$ cat src/rtl/core_pkg.sv
// Shared constants for the hazard/forwarding controller: operand-select codes,
// register-index width and the multi-cycle sequencer state encoding.
package core_pkg;

  localparam int REG_AW = 5;

  localparam logic [1:0] FWD_RF = 2'b00;
  localparam logic [1:0] FWD_W  = 2'b01;
  localparam logic [1:0] FWD_M  = 2'b10;

  typedef enum logic {
    MC_IDLE = 1'b0,
    MC_BUSY = 1'b1
  } mc_state_e;

endpackage

$ cat src/rtl/hazard_unit_if.sv
// Pipeline-side bundle for hazard_unit: register indices and control in, stall/flush/forward out.
// HAZARD_PERF_EN adds the three performance-counter outputs.
interface hazard_unit_if #(
  parameter int REG_AW = core_pkg::REG_AW
`ifdef HAZARD_PERF_EN
  , parameter int PERF_W = 32
`endif
);

  logic [REG_AW-1:0] Rs1D, Rs2D;
  logic [REG_AW-1:0] Rs1E, Rs2E;
  logic [REG_AW-1:0] RdE, RdM, RdW;
  logic              RegWriteM, RegWriteW;
  logic              LoadE;
  logic              PCSrcE;
  logic              McStartE;

  logic              StallF, StallD, StallE;
  logic              FlushD, FlushE, FlushM;
  logic [1:0]        ForwardAE, ForwardBE;
  logic              McBusy;
  logic              McDone;

`ifdef HAZARD_PERF_EN
  logic [PERF_W-1:0] PerfStallCnt, PerfFlushCnt, PerfMcCnt;
`endif

  // Pipeline side: drives indices/control, observes hazard decisions.
  modport master (
    output Rs1D, Rs2D, Rs1E, Rs2E, RdE, RdM, RdW,
    output RegWriteM, RegWriteW, LoadE, PCSrcE, McStartE,
    input  StallF, StallD, StallE, FlushD, FlushE, FlushM,
    input  ForwardAE, ForwardBE, McBusy, McDone
`ifdef HAZARD_PERF_EN
    , input PerfStallCnt, PerfFlushCnt, PerfMcCnt
`endif
  );

  modport slave (
    input  Rs1D, Rs2D, Rs1E, Rs2E, RdE, RdM, RdW,
    input  RegWriteM, RegWriteW, LoadE, PCSrcE, McStartE,
    output StallF, StallD, StallE, FlushD, FlushE, FlushM,
    output ForwardAE, ForwardBE, McBusy, McDone
`ifdef HAZARD_PERF_EN
    , output PerfStallCnt, PerfFlushCnt, PerfMcCnt
`endif
  );

endinterface

$ cat src/rtl/mc_sequencer.sv
// Multi-cycle Execute sequencer: holds the pipeline while a MUL/DIV op occupies E for
// MC_LAT cycles and pulses mc_done in the cycle the result is valid and E is released.
module mc_sequencer
  import core_pkg::*;
#(
  parameter int MC_LAT = 4,
  parameter int CNT_W  = 4
) (
  input  logic clk,
  input  logic rst_n,
  input  logic mc_start,
  output logic mc_stall,
  output logic mc_busy,
  output logic mc_done,
  output logic mc_active
);

  localparam logic [CNT_W-1:0] CNT_LOAD = (MC_LAT > 1) ? CNT_W'(MC_LAT - 2) : '0;

  mc_state_e        state_q, state_d;
  logic [CNT_W-1:0] cnt_q, cnt_d;

  always_ff @(posedge clk or negedge rst_n) begin
    if (!rst_n) begin
      state_q <= MC_IDLE;
      cnt_q   <= '0;
    end else begin
      state_q <= state_d;
      cnt_q   <= cnt_d;
    end
  end

  // The start cycle stalls combinationally; BUSY covers the remaining MC_LAT-1 cycles,
  // the last of which (cnt == 0) is the release cycle with mc_done and no stall.
  always_comb begin
    state_d  = state_q;
    cnt_d    = cnt_q;
    mc_stall = 1'b0;
    mc_busy  = 1'b0;
    mc_done  = 1'b0;
    case (state_q)
      MC_IDLE: begin
        if (mc_start) begin
          if (MC_LAT > 1) begin
            mc_stall = 1'b1;
            state_d  = MC_BUSY;
            cnt_d    = CNT_LOAD;
          end else begin
            mc_done = 1'b1;
          end
        end
      end
      MC_BUSY: begin
        if (cnt_q == '0) begin
          mc_done = 1'b1;
          state_d = MC_IDLE;
        end else begin
          mc_stall = 1'b1;
          mc_busy  = 1'b1;
          cnt_d    = cnt_q - 1'b1;
        end
      end
      default: begin
        state_d = MC_IDLE;
        cnt_d   = '0;
      end
    endcase
  end

  assign mc_active = (state_q == MC_BUSY);

endmodule

$ cat src/rtl/hazard_unit.sv
// Hazard and forwarding controller for the 5-stage core: E-stage operand forwarding,
// load-use stalls, branch flushes and multi-cycle stall sequencing. HAZARD_PERF_EN adds perf counters.
module hazard_unit
  import core_pkg::*;
#(
  parameter int REG_AW = core_pkg::REG_AW,
  parameter int MC_LAT = 4,
  parameter int CNT_W  = 4
`ifdef HAZARD_PERF_EN
  , parameter int PERF_W = 32
`endif
) (
  input  logic          CLK,
  input  logic          RST_N,
  hazard_unit_if.slave  hz
);

  localparam logic [REG_AW-1:0] REG_ZERO = '0;

  logic       mc_stall, mc_busy, mc_done, mc_active;
  logic       lw_stall;
  logic       stall_f;
  logic [3:0] fwd_all;
  logic [REG_AW-1:0] rs_e [2];

  mc_sequencer #(
    .MC_LAT (MC_LAT),
    .CNT_W  (CNT_W)
  ) u_mc_seq (
    .clk       (CLK),
    .rst_n     (RST_N),
    .mc_start  (hz.McStartE),
    .mc_stall  (mc_stall),
    .mc_busy   (mc_busy),
    .mc_done   (mc_done),
    .mc_active (mc_active)
  );

  assign rs_e[0] = hz.Rs1E;
  assign rs_e[1] = hz.Rs2E;

  // M holds the younger result, so it wins over W when both match.
  for (genvar gi = 0; gi < 2; gi++) begin : g_fwd
    logic [1:0] sel;
    always_comb begin
      sel = FWD_RF;
      if (hz.RegWriteM && (hz.RdM != REG_ZERO) && (hz.RdM == rs_e[gi])) begin
        sel = FWD_M;
      end else if (hz.RegWriteW && (hz.RdW != REG_ZERO) && (hz.RdW == rs_e[gi])) begin
        sel = FWD_W;
      end
    end
    assign fwd_all[gi*2 +: 2] = sel;
  end

  assign hz.ForwardAE = fwd_all[1:0];
  assign hz.ForwardBE = fwd_all[3:2];

  // While the sequencer owns E, D is already held, so a load-use match is irrelevant.
  always_comb begin
    lw_stall = 1'b0;
    if (hz.LoadE && (hz.RdE != REG_ZERO) &&
        ((hz.RdE == hz.Rs1D) || (hz.RdE == hz.Rs2D)) && !mc_active) begin
      lw_stall = 1'b1;
    end
  end

  // A redirect squashes the load-use victim anyway, so flushing beats stalling.
  assign stall_f     = mc_stall || (lw_stall && !hz.PCSrcE);
  assign hz.StallF   = stall_f;
  assign hz.StallD   = stall_f;
  assign hz.StallE   = mc_stall;
  assign hz.FlushD   = hz.PCSrcE;
  assign hz.FlushE   = hz.PCSrcE || lw_stall;
  assign hz.FlushM   = mc_stall;
  assign hz.McBusy   = mc_busy;
  assign hz.McDone   = mc_done;

`ifdef HAZARD_PERF_EN
  logic [PERF_W-1:0] perf_stall_q, perf_stall_d;
  logic [PERF_W-1:0] perf_flush_q, perf_flush_d;
  logic [PERF_W-1:0] perf_mc_q, perf_mc_d;

  always_comb begin
    perf_stall_d = perf_stall_q + PERF_W'(stall_f);
    perf_flush_d = perf_flush_q + PERF_W'(hz.PCSrcE);
    perf_mc_d    = perf_mc_q + PERF_W'(mc_done);
  end

  always_ff @(posedge CLK or negedge RST_N) begin
    if (!RST_N) begin
      perf_stall_q <= '0;
      perf_flush_q <= '0;
      perf_mc_q    <= '0;
    end else begin
      perf_stall_q <= perf_stall_d;
      perf_flush_q <= perf_flush_d;
      perf_mc_q    <= perf_mc_d;
    end
  end

  assign hz.PerfStallCnt = perf_stall_q;
  assign hz.PerfFlushCnt = perf_flush_q;
  assign hz.PerfMcCnt    = perf_mc_q;
`endif

endmodule

$ cat src/flat_wrapper.sv
// flat-port wrapper written by rule: the top's interface ports become plain ports
module hazard_unit_flat import core_pkg::*;
#(
  parameter int REG_AW = core_pkg::REG_AW,
  parameter int MC_LAT = 4,
  parameter int CNT_W  = 4

)
  (CLK, RST_N, hz_Rs1D, hz_Rs2D, hz_Rs1E, hz_Rs2E, hz_RdE, hz_RdM, hz_RdW, hz_RegWriteM, hz_RegWriteW, hz_LoadE, hz_PCSrcE, hz_McStartE, hz_StallF, hz_StallD, hz_StallE, hz_FlushD, hz_FlushE, hz_FlushM, hz_ForwardAE, hz_ForwardBE, hz_McBusy, hz_McDone);
  hazard_unit_if #(.REG_AW(REG_AW)) hz_i ();
  input  logic CLK;
  input  logic RST_N;
  input wire logic [$bits(hz_i.Rs1D)-1:0] hz_Rs1D;
  input wire logic [$bits(hz_i.Rs2D)-1:0] hz_Rs2D;
  input wire logic [$bits(hz_i.Rs1E)-1:0] hz_Rs1E;
  input wire logic [$bits(hz_i.Rs2E)-1:0] hz_Rs2E;
  input wire logic [$bits(hz_i.RdE)-1:0] hz_RdE;
  input wire logic [$bits(hz_i.RdM)-1:0] hz_RdM;
  input wire logic [$bits(hz_i.RdW)-1:0] hz_RdW;
  input wire logic [$bits(hz_i.RegWriteM)-1:0] hz_RegWriteM;
  input wire logic [$bits(hz_i.RegWriteW)-1:0] hz_RegWriteW;
  input wire logic [$bits(hz_i.LoadE)-1:0] hz_LoadE;
  input wire logic [$bits(hz_i.PCSrcE)-1:0] hz_PCSrcE;
  input wire logic [$bits(hz_i.McStartE)-1:0] hz_McStartE;
  output wire logic [$bits(hz_i.StallF)-1:0] hz_StallF;
  output wire logic [$bits(hz_i.StallD)-1:0] hz_StallD;
  output wire logic [$bits(hz_i.StallE)-1:0] hz_StallE;
  output wire logic [$bits(hz_i.FlushD)-1:0] hz_FlushD;
  output wire logic [$bits(hz_i.FlushE)-1:0] hz_FlushE;
  output wire logic [$bits(hz_i.FlushM)-1:0] hz_FlushM;
  output wire logic [$bits(hz_i.ForwardAE)-1:0] hz_ForwardAE;
  output wire logic [$bits(hz_i.ForwardBE)-1:0] hz_ForwardBE;
  output wire logic [$bits(hz_i.McBusy)-1:0] hz_McBusy;
  output wire logic [$bits(hz_i.McDone)-1:0] hz_McDone;
  assign hz_i.Rs1D = hz_Rs1D;
  assign hz_i.Rs2D = hz_Rs2D;
  assign hz_i.Rs1E = hz_Rs1E;
  assign hz_i.Rs2E = hz_Rs2E;
  assign hz_i.RdE = hz_RdE;
  assign hz_i.RdM = hz_RdM;
  assign hz_i.RdW = hz_RdW;
  assign hz_i.RegWriteM = hz_RegWriteM;
  assign hz_i.RegWriteW = hz_RegWriteW;
  assign hz_i.LoadE = hz_LoadE;
  assign hz_i.PCSrcE = hz_PCSrcE;
  assign hz_i.McStartE = hz_McStartE;
  assign hz_StallF = hz_i.StallF;
  assign hz_StallD = hz_i.StallD;
  assign hz_StallE = hz_i.StallE;
  assign hz_FlushD = hz_i.FlushD;
  assign hz_FlushE = hz_i.FlushE;
  assign hz_FlushM = hz_i.FlushM;
  assign hz_ForwardAE = hz_i.ForwardAE;
  assign hz_ForwardBE = hz_i.ForwardBE;
  assign hz_McBusy = hz_i.McBusy;
  assign hz_McDone = hz_i.McDone;
  hazard_unit #(.REG_AW(REG_AW), .MC_LAT(MC_LAT), .CNT_W(CNT_W)) u_core (.CLK(CLK), .RST_N(RST_N), .hz(hz_i));
endmodule
$ cat config.mk
export PLATFORM = sky130hd
export DESIGN_NAME = hazard_unit_flat
export DESIGN_NICKNAME = d
export VERILOG_FILES = /design/src/rtl/core_pkg.sv /design/src/rtl/hazard_unit_if.sv /design/src/rtl/mc_sequencer.sv /design/src/rtl/hazard_unit.sv /design/src/flat_wrapper.sv
export SDC_FILE = /design/constraint.sdc
export NUM_CORES = 1
export LEC_CHECK = 0
export CAP_MARGIN = 20
export CORE_MARGIN = 8
export CORE_UTILIZATION = 33
export DETAILED_ROUTE_END_ITERATION = 12
export PLACE_DENSITY = 0.83
export SLEW_MARGIN = 20
export SYNTH_ARGS = -nofsm -noshare
export SYNTH_HDL_FRONTEND = slang
export SYNTH_HIERARCHICAL = 1
export SYNTH_SLANG_ARGS = --single-unit
$ cat constraint.sdc
create_clock -name CLK -period 3.4 [get_ports CLK]
set_input_delay 1.02 -clock CLK [delete_from_list [all_inputs] [get_ports CLK]]
set_output_delay 1.02 -clock CLK [all_outputs]
set_load 0.02 [all_outputs]
* Word-level counts from Yosys, hierarchy flattened *
Index checks and enable logic that the tools add are counted.

storage, ports and cells
  register bits after elaboration = 5
  output and inout bits = 12
  word-level logic and storage cells = 46

operators by class
  add/subtract/negate cells = 1
  equal/unequal tests = 8
  muxes and demuxes = 14
  bitwise logic cells = 1
  reductions and logical operators = 20

operators with widths
  cell                 count
  $eq 5x5->1           6
  $reduce_bool 5->1    3
  $logic_and 1x1->1    10
  $mux 4               2
  $pmux 4 s2           1
  $mux 1               7
  $logic_not 4->1      1
  $mux 2               2
  $ne 2x2->1 const B   2
  $pmux 1 s2           2
  $sub 4x1->4 const B  1
  $logic_or 1x1->1     3
  $logic_not 1->1      2
  $reduce_and 2->1     1
  $not 1->1            1

* Logic depth before layout (Yosys ltp) *
Gate-level depths: netlist of the first run.

  word-level depth = 7
  depth in mapped cells = 6
  mapped depth without buffers = 5

* Hierarchy *
The synthesis of the first run kept the hierarchy.

by module, submodules not included
  module        instances  cells an instance  area each (um2)  sequential area each (um2)
  hazard_unit   1          56                 439.2            0.0
  mc_sequencer  1          25                 275.3            125.1

* Worst setup path after synthesis of the first run *
No wires, ideal clock.

  path type = input to output
  start = input port hz_RdM[1]
  end = output port hz_ForwardAE[0]
  arrival time = 2.368 ns
  slack = 0.012 ns
  stages = 4
  path buffers = 0
  cells stage by stage = or4_1 > o21ai_2 > nor4_1 > nor4_2

on the way
  cells in the longest elaborated chain, start to end = 4

ends and longest elaborated chain
  item                   RTL line            source
  start, declared        flat_wrapper.sv:18  input wire logic [$bits(hz_i.RdM)-1:0] hz_RdM;
  $reduce_bool 5->1      hazard_unit.sv:47   if (hz.RegWriteM && (hz.RdM != REG_ZERO) && (hz.RdM == rs_e[gi])) begin
  $logic_and 1x1->1      hazard_unit.sv:47
  $logic_and 1x1->1 (*)  hazard_unit.sv:47
  $mux 2 (*)             hazard_unit.sv:47
  end, declared          flat_wrapper.sv:31  output wire logic [$bits(hz_i.ForwardAE)-1:0] hz_ForwardAE;

Every way passes the cells marked *; elsewhere a longest branch is shown, timed or not.

* Final worst setup path of the first run *
  start = input port hz_RdW[1]
  end = output port hz_ForwardBE[0]

on the way
  cells in the longest elaborated chain, start to end = 5

ends and longest elaborated chain
  item                   RTL line            source
  start, declared        flat_wrapper.sv:19  input wire logic [$bits(hz_i.RdW)-1:0] hz_RdW;
  $reduce_bool 5->1      hazard_unit.sv:49   end else if (hz.RegWriteW && (hz.RdW != REG_ZERO) && (hz.RdW == rs_e[gi])) begin
  $logic_and 1x1->1      hazard_unit.sv:49
  $logic_and 1x1->1 (*)  hazard_unit.sv:49
  $mux 1 (*)             hazard_unit.sv:49
  $mux 2 (*)             hazard_unit.sv:47
  end, declared          flat_wrapper.sv:32  output wire logic [$bits(hz_i.ForwardBE)-1:0] hz_ForwardBE;

Marked as above.

==> summary.md, run 1 <==
| Metric | Value |
|---|---|
| Largest delay contributor family on the critical path | simple AND/OR/NAND/NOR gates |
| Largest net degree at the start of global routing | 9 |
| CTS tree | built |
| Final GP Congestion | 0.834 |
| Worst reg2reg path depth | 5 |
| Area added between synthesis and finish | 104% |
| Final hold vios | 0 |
| Clk buf depth | 2 |
| Fin Hold WS | approximately 0.6 ns |
| Synth Area in Simple Gates | a little over a fifth |
| Syn Inst Count | 81 |
| First-pass GRT wire length | 4560 um |
| 1st-iter DRT viols | 30 |
| Ys Warns | 6 |
| Area fraction of the dominant cell type after synthesis | between 20% and 30% |
| Critical Path Slowest Stage Cell | or4_1 |
| GRT Overall Usage | roughly 14% |
| Clock transition at path regs | 0.04 ns |
| Hpwl dp | around 2300 um |
| Share of layout cells above drive strength 1 | roughly 39% |
| RSZ-0062 raised after global routing | yes |
| Fillers | 174 |
| CP Data Arrival Time | 2.38 ns |
| R2R Setup Slk | 2.01 ns |
| Final ANT Viol Nets | 0 |
| Synth area leader | xor2_1 |
| Initial Utilization | between 30% and 40% |
| Min Tclk post-route | around 3.4 ns |
| Hold Startpoint | u_core/u_mc_seq/cnt_q[0]$_DFFE_PN0P_ |
| # diodes | 0 |
| Syn Area/Cell | 8.82 sq um |
| Main synth FF type | dfrtp_1 |
| CP Capture Type | output pin |
| Input/output buffers | 53 |
| Sequential Area | approximately 130 sq um |
| Die H | between 60 and 70 um |
| Post-synthesis sequential area ratio | between 10% and 20% |
| Post-Syn Area | 714 sq um |
| Top cells by area, synth | xor2_1 29%, dfrtp_1 18%, xnor2_1 7.4%, or4_1 5.3%, nor4_2 3.5% |
| Fmax | around 0.29 GHz |
| Hold path depth | 2 |
| Syn_nets | around 120 |
| Worst reg2reg path endpoint | u_core/u_mc_seq/cnt_q[3]$_DFFE_PN0P_ |
| Vias per cell | between 4 and 5 |
| Status | finished, final reports clean |
| Pwr Density | approximately 400 nW/um^2 |
| Maximum VDD drop | approximately 230 uV |
| Buf/Inv on CP | 3 |
| Initial antenna violation count | 0 |
| Clock Skew | between 0.002 and 0.003 ns |
| Commonest cells post-synth | 24 x xor2_1, 6 x xnor2_1, 5 x dfrtp_1, 5 x or4_1, 4 x inv_1 |
| Relative slew slack | around 80% |
| FF+latch count, synth | 5 |
| IO Pins | 54 |
| Post-route DRC | 0 |
| Post-synthesis mux area share | 3.50% |
| Cell area after layout | between 1000 and 1500 sq um |
| Max_cap viols | 0 |
| Crit Path Max Fanout | 2 |
| Drt pass-1 iters | 3 |
| Post-synthesis async set-or-reset flop share | 100% |
| Via Count | between 800 and 900 |
| Hold crit path type | register to register |
| Number of flops mapped to enable cells by yosys | 0 |
| Clk_lat worst skew | between 0.2 and 0.25 ns |
| Total Routed Length | approximately 2800 um |
| Leak | roughly 0.00066 uW |
| Final setup viols | 0 |
| Multi-input gate area | approximately 650 sq um |
| Most frequent cell after synthesis | xor2_1 |
| CP Data Required Time | 2.38 ns |
| Global route overflow | 0 |
| CTS Buf Count | 3 |
| Worst r2r src | u_core/u_mc_seq/cnt_q[0]$_DFFE_PN0P_ |
| Die ar. | around 4000 sq um |
| Xor and xnor area share after synthesis | between 30% and 40% |
| Wire length per cell | ~16 um |
| Slew @ Worst Pin | slightly above 0.3 ns |
| Most common cell on crit path | buf_6 |
| Placement-stage cell area | between 1000 and 1500 sq um |
| Hold EP | u_core/u_mc_seq/cnt_q[0]$_DFFE_PN0P_ |
| Clk sink count | 5 |
| Post-layout nets | between 150 and 200 |
| Crit start category | input port |
| Slew Limit Fails | 0 |
| CP cell instances | buf_6, buf_6, xor2_1, or4_1, nor4_2, buf_4 |
| Fin crit share | 99.9% |
| Compound-cell area share of the yosys netlist | 13.8% |
| CTS root buf | clkbuf_4 |
| Vias in the first global route | approximately 1000 |
| Largest family of logic cells by synthesized area | XOR/XNOR gates |
| Synth cell types | 32 |
| CP Class | input port to output pin |
| Core ar. | about 2100 sq um |
| H-tree levels | 1 |
| Die width | approximately 63 um |
| CP peak stage delay | roughly 0.54 ns |
| Number of core rows | 17 |
| Adder-Cell Fraction of Synth Area | under 10% |
[where the power goes]
part	switching, uW	leakage [uW]	internal [uW]
Clock	24.7	0.0000150	44.4
Sequential	32.2	0.0000590	86.0
Combinational	189	0.000588	194
[kinds of logic after synthesis]
kind of cell / Yosys count
and+or+nand+nor: 23
muxes: 2
buffers and inverters: 7
AOI/OAI and AO/OA: 13
xor gates and xnor gates: 30
DFF: 5
adders and majority gates: 1
[flip-flops by register name, indices dropped and copies added, names as in the netlist]
name / flops
u_core/u_mc_seq/cnt_q: 4
u_core/u_mc_seq/mc_active: 1
[area by class of cell]
cell class	count	share of cell area, %
Tap cell	28	2.41
Inverter	4	1.03
Clock buffer	4	1.80
Timing Repair Buffer	70	41.7
Sequential cell	5	8.59
Multi-Input combinational cell	69	44.5
[placed cells by master (no fill, tap or decap), drive strengths merged, types with 2 or more instances in the layout]
cell,count
buf,27
xor2,24
clkdlybuf4s50,16
dlygate4sd2,12
clkbuf,10
xnor2,6
clkdlybuf4s15,6
dfrtp,5
or4,5
nor2,5
inv,4
nor4,4
dlymetal6s2s,3
nor3,3
o21ai,3
nand3,2
o21bai,2
[metrics by stage]
step / instances / setup TNS, ns / worst slack [ns] / util, % / power (uW)
3_3_place_gp: 176 / -4.46 / -0.733 / 65.1 / 497
6_report: 180 / 0 / 0.00379 / 68.5 / 570
4_1_cts: 180 / -0.0424 / -0.0424 / 67.1 / 564
3_5_place_dp: 176 / -5.08 / -0.797 / 65.1 / 509
5_1_grt: 180 / -0.0546 / -0.0346 / 68.5 / 613
2_1_floorplan: 81 / 0 / 0.0117 / - / 336
[worst reg2reg max path, cell delays in order (launching register included)]
cell and delay [ns]:
dfrtp_1 0.39, inv_1 0.09, ha_1 0.28, nor2_1 0.08, mux2_4 0.25, a22o_1 0.18
[per-layer routing]
metal	part of all wire (%)	vias up	GRT usage, %
met5	0	-	0
met4	0.60	0	3.42
met3	10	2	6.81
met2	52	38	26.4
met1	37	400	13.0
li1	-	425	-
[worst max-delay path by stage]
| stage | slack, ns | from | depth (start not counted) | end |
|---|---|---|---|---|
| floorplan | 0.01 | hz_RdM[1] | 4 | hz_ForwardAE[0] |
| global placement | -0.73 | hz_RdM[4] | 6 | hz_ForwardBE[0] |
| detailed placement | -0.80 | hz_RdM[4] | 6 | hz_ForwardAE[0] |
| CTS | -0.04 | hz_Rs2E[0] | 5 | hz_ForwardBE[0] |
| global route | -0.03 | hz_RdM[3] | 7 | hz_ForwardBE[0] |
| finish | 0.004 | hz_RdW[1] | 6 | hz_ForwardBE[0] |
[repair_timing]
action,4_1_cts,5_1_grt
hold buffers,0,0
resized for setup,88,29
pin swaps,13,10
setup endpoints to repair,9,7
hold endpoints to repair,0,0
setup buffers,0,1
(Power assumes the default switching activity.)
==> run 2: changes to the inputs <==
ABC_AREA = 1   (was unset)
CORE_UTILIZATION = 36   (was 33)
PLACE_DENSITY = 0.84   (was 0.83)
==> run 2 against run 1 <==
Effect of this change: final cell count grew 25%; final area down 4.1%; critical path depth is the same; global-route usage down 0.86 points; non-clock buffer count is 13 lower; fmax increased by 3.1%; sequential share of layout area rose by 0.37 points; flip-flop and latch count is the same; combinational power is 7.6% higher; clock power fell by 4.6%; area after synthesis is 15% higher; register-to-register slack improved by 0.05 ns; critical endpoint is now hz_ForwardAE[0]; largest power group unchanged.
==> summary.md, run 2 <==
| Metric | Value |
|---|---|
| Status | finished, final reports clean |
| Drt pass-1 iters | 4 |
| RSZ-0062 raised after global routing | no |
| Vias in the first global route | around 1100 |
| CP Capture Type | output pin |
| Final ANT Viol Nets | 0 |
| Total power | approximately 590 uW |
| Clk buf depth | 2 |
| CP Data Arrival Time | about 2.3 ns |
| Crit Path Max Fanout | 2 |
| Largest reg by FF count | u_core/u_mc_seq/cnt_q |
| Placed insts | ~220 |
| Largest net degree at the start of global routing | 6 |
| Clk_lat worst skew | 0.24 ns |
| Initial antenna violation count | 0 |
| Final hold vios | 0 |
| Die width | 63.7 um |
| Die H | between 60 and 70 um |
| Post-synthesis sequential area ratio | between 10% and 20% |
| Vias per cell | ~4.5 |
| Wire length per cell | ~12 um |
| Area fraction of the dominant cell type after synthesis | a little over a fifth |
| Slew Limit Fails | 0 |
| Fin crit share | 96.9% |
| Placement-stage cell area | 1390 sq um |
| Syn Inst Count | between 100 and 150 |
| Slew @ Worst Pin | 0.220 ns |
| Number of flops mapped to enable cells by yosys | 0 |
| Pwr Density | between 400 and 500 nW/um^2 |
| Clock Skew | approximately 0.00015 ns |
| Cell area after layout | around 1400 sq um |
| Fmax | between 0.3 and 0.4 GHz |
| Final setup viols | 0 |
| Commonest cells post-synth | 46 x nand2_1, 21 x inv_1, 18 x nor2_1, 15 x xnor2_1, 8 x xor2_1 |
| IO Pins | 54 |
| Synth area leader | nand2_1 |
| Post-route DRC | 0 |
| CTS tree | built |
| Die ar. | between 4000 and 5000 sq um |
| Most common cell on crit path | nor2_1 |
| CP peak stage delay | 0.46 ns |
| Clock transition at path regs | about 0.04 ns |
| Commonest non-fill, non-tap cell in the layout | nand2_1 |
| # diodes | 0 |
| Number of core rows | 17 |
| Min Tclk post-route | about 3.3 ns |
| Top cells by area, synth | nand2_1 21%, xnor2_1 16%, dfrtp_1 15%, inv_1 9.6%, xor2_1 8.5% |
| Final GP Congestion | roughly 0.81 |
| CP cell instances | clkdlybuf4s50_1, xor2_1, nor2_1, nand4_1, nor2_1, buf_2 |
| Share of layout cells above drive strength 1 | about an eighth |
| Total Routed Length | around 2800 um |
| Maximum VDD drop | 445 uV |
| Number of setup buffers added after CTS | 0 |
| Via Count | 1019 |
| Crit start category | input port |
| CP Data Required Time | 2.38 ns |
| Post-layout nets | 241 |
| Leak | roughly 0.00073 uW |
| Post-Syn Area | 820 sq um |
| Input/output buffers | 53 |
| Area added between synthesis and finish | 70.4% |
| Hold crit path type | register to register |
| FF+latch count, synth | 5 |
| Core ar. | around 2200 sq um |
| Critical Path Slowest Stage Cell | clkdlybuf4s50_1 |
| R2R Setup Slk | about 2 ns |
| Global route overflow | 0 |
| Max_cap viols | 0 |
| CP Class | input port to output pin |
| Fin cells | about 230 |
| Ys Warns | 6 |
| H-tree levels | 1 |
| CTS Buf Count | 3 |
| Syn_nets | between 150 and 200 |
| Initial Utilization | about 37% |
| Hpwl dp | roughly 2400 um |
| Number of flip-flops in the largest register | 4 |
| Clk sink count | 5 |
| Post-synthesis async set-or-reset flop share | 100% |
| CTS root buf | clkbuf_4 |
| Relative slew slack | 85.3% |
| 1st-iter DRT viols | 30 |
| Syn Area/Cell | ~5.9 sq um |
| Commonest non-fill, non-tap cells in the layout | 46 x nand2_1, 39 x clkdlybuf4s50_1, 21 x inv_1 |
| Most frequent cell after synthesis | nand2_1 |
| Synth cell types | 19 |
| GRT Overall Usage | 13.1% |
| Main synth FF type | dfrtp_1 |
| First-pass GRT wire length | approximately 4500 um |
| Fillers | roughly 210 |
## run 2: cell types whose count changed after synthesis, moves of 2 or more
| cell | delta |
|---|---|
| inv_1 | +17 |
| inv_2 | +2 |
| nand2_1 | +45 |
| nand2_2 | +2 |
| nand3_1 | +5 |
| nand4_1 | +2 |
| nor2_1 | +15 |
| nor4_1 | -2 |
| nor4_2 | -2 |
| o21bai_1 | -2 |
| or4_1 | -5 |
| xnor2_1 | +9 |
| xor2_1 | -16 |
## run 2: what timing repair did
action,4_1_cts,5_1_grt
hold buffers,0,0
cloned,0,0
endpoints found under the setup margin,9,7
gates resized for setup,22,14
## run 2: final timing paths
path / start / to / cells past startpoint
worst min-delay path: u_core/u_mc_seq/cnt_q[0]$_DFFE_PN0P_ / u_core/u_mc_seq/cnt_q[0]$_DFFE_PN0P_ / 2
worst max register to register: u_core/u_mc_seq/cnt_q[0]$_DFFE_PN0P_ / u_core/u_mc_seq/mc_active$_DFF_PN0_ / 7
min in group asynchronous: RST_N / u_core/u_mc_seq/mc_active$_DFF_PN0_ / 1
worst min register to register: u_core/u_mc_seq/cnt_q[0]$_DFFE_PN0P_ / u_core/u_mc_seq/cnt_q[0]$_DFFE_PN0P_ / 2
worst max-delay path: hz_Rs1E[0] / hz_ForwardAE[0] / 6
max in group asynchronous: RST_N / u_core/u_mc_seq/cnt_q[0]$_DFFE_PN0P_ / 1
## run 2: kinds of logic (layout without fill, tap and decap cells)
group / count (synthesis) / in the layout / synth area share [%]
xor gates and xnor gates: 23 / 23 / 24.6
DFF: 5 / 5 / 15.3
buffers and inverters: 26 / 84 / 13.3
adders and majority gates: 1 / 1 / 1.53
and+or+nand+nor: 82 / 82 / 43.2
AOI/OAI and AO/OA: 2 / 2 / 2.14
## run 2: area by class of cell
cell class / count / area, sq um / share of cell area, %
Clock buffer: 4 / 26.3 / 1.88
Inverter: 23 / 86.3 / 6.18
Multi-Input combinational cell: 108 / 591 / 42.3
Sequential cell: 5 / 125 / 8.96
Tap cell: 28 / 35.0 / 2.51
Timing Repair Buffer: 57 / 533 / 38.2
## run 2: layer usage
layer  track usage, %  wire length [um]
met5                0                 0
met4             5.01                32
met3             1.41                89
met2             27.5              1610
met1             12.3              1030
## run 2: through the flow
| step | hold WS [ns] | setup TNS, ns | util (%) | setup slack (ns) |
|---|---|---|---|---|
| 3_5_place_dp | 0.461 | -2.36 | 63.6 | -0.371 |
| 5_1_grt | 0.503 | 0 | 63.7 | 0.0131 |
| 3_3_place_gp | 0.453 | -2.15 | 63.6 | -0.349 |
| 4_1_cts | 0.470 | 0 | 64.4 | 0.00341 |
| 2_1_floorplan | 0.442 | 0 | - | 0.572 |
| 6_report | 0.463 | 0 | 63.7 | 0.106 |
## run 2: power breakdown
group          internal (uW)  switching, uW  leakage, uW
sequential              89.1           25.4    0.0000586
combinational            195            217     0.000661
clock                   44.2           21.7    0.0000150
total                    328            264     0.000735
## run 2: worst max-delay path: cells and delay by family
kind,cells,cell delay (ns)
xor gates and xnor gates,1,0.19
and+or+nand+nor,3,0.43
buffers and inverters,2,0.63
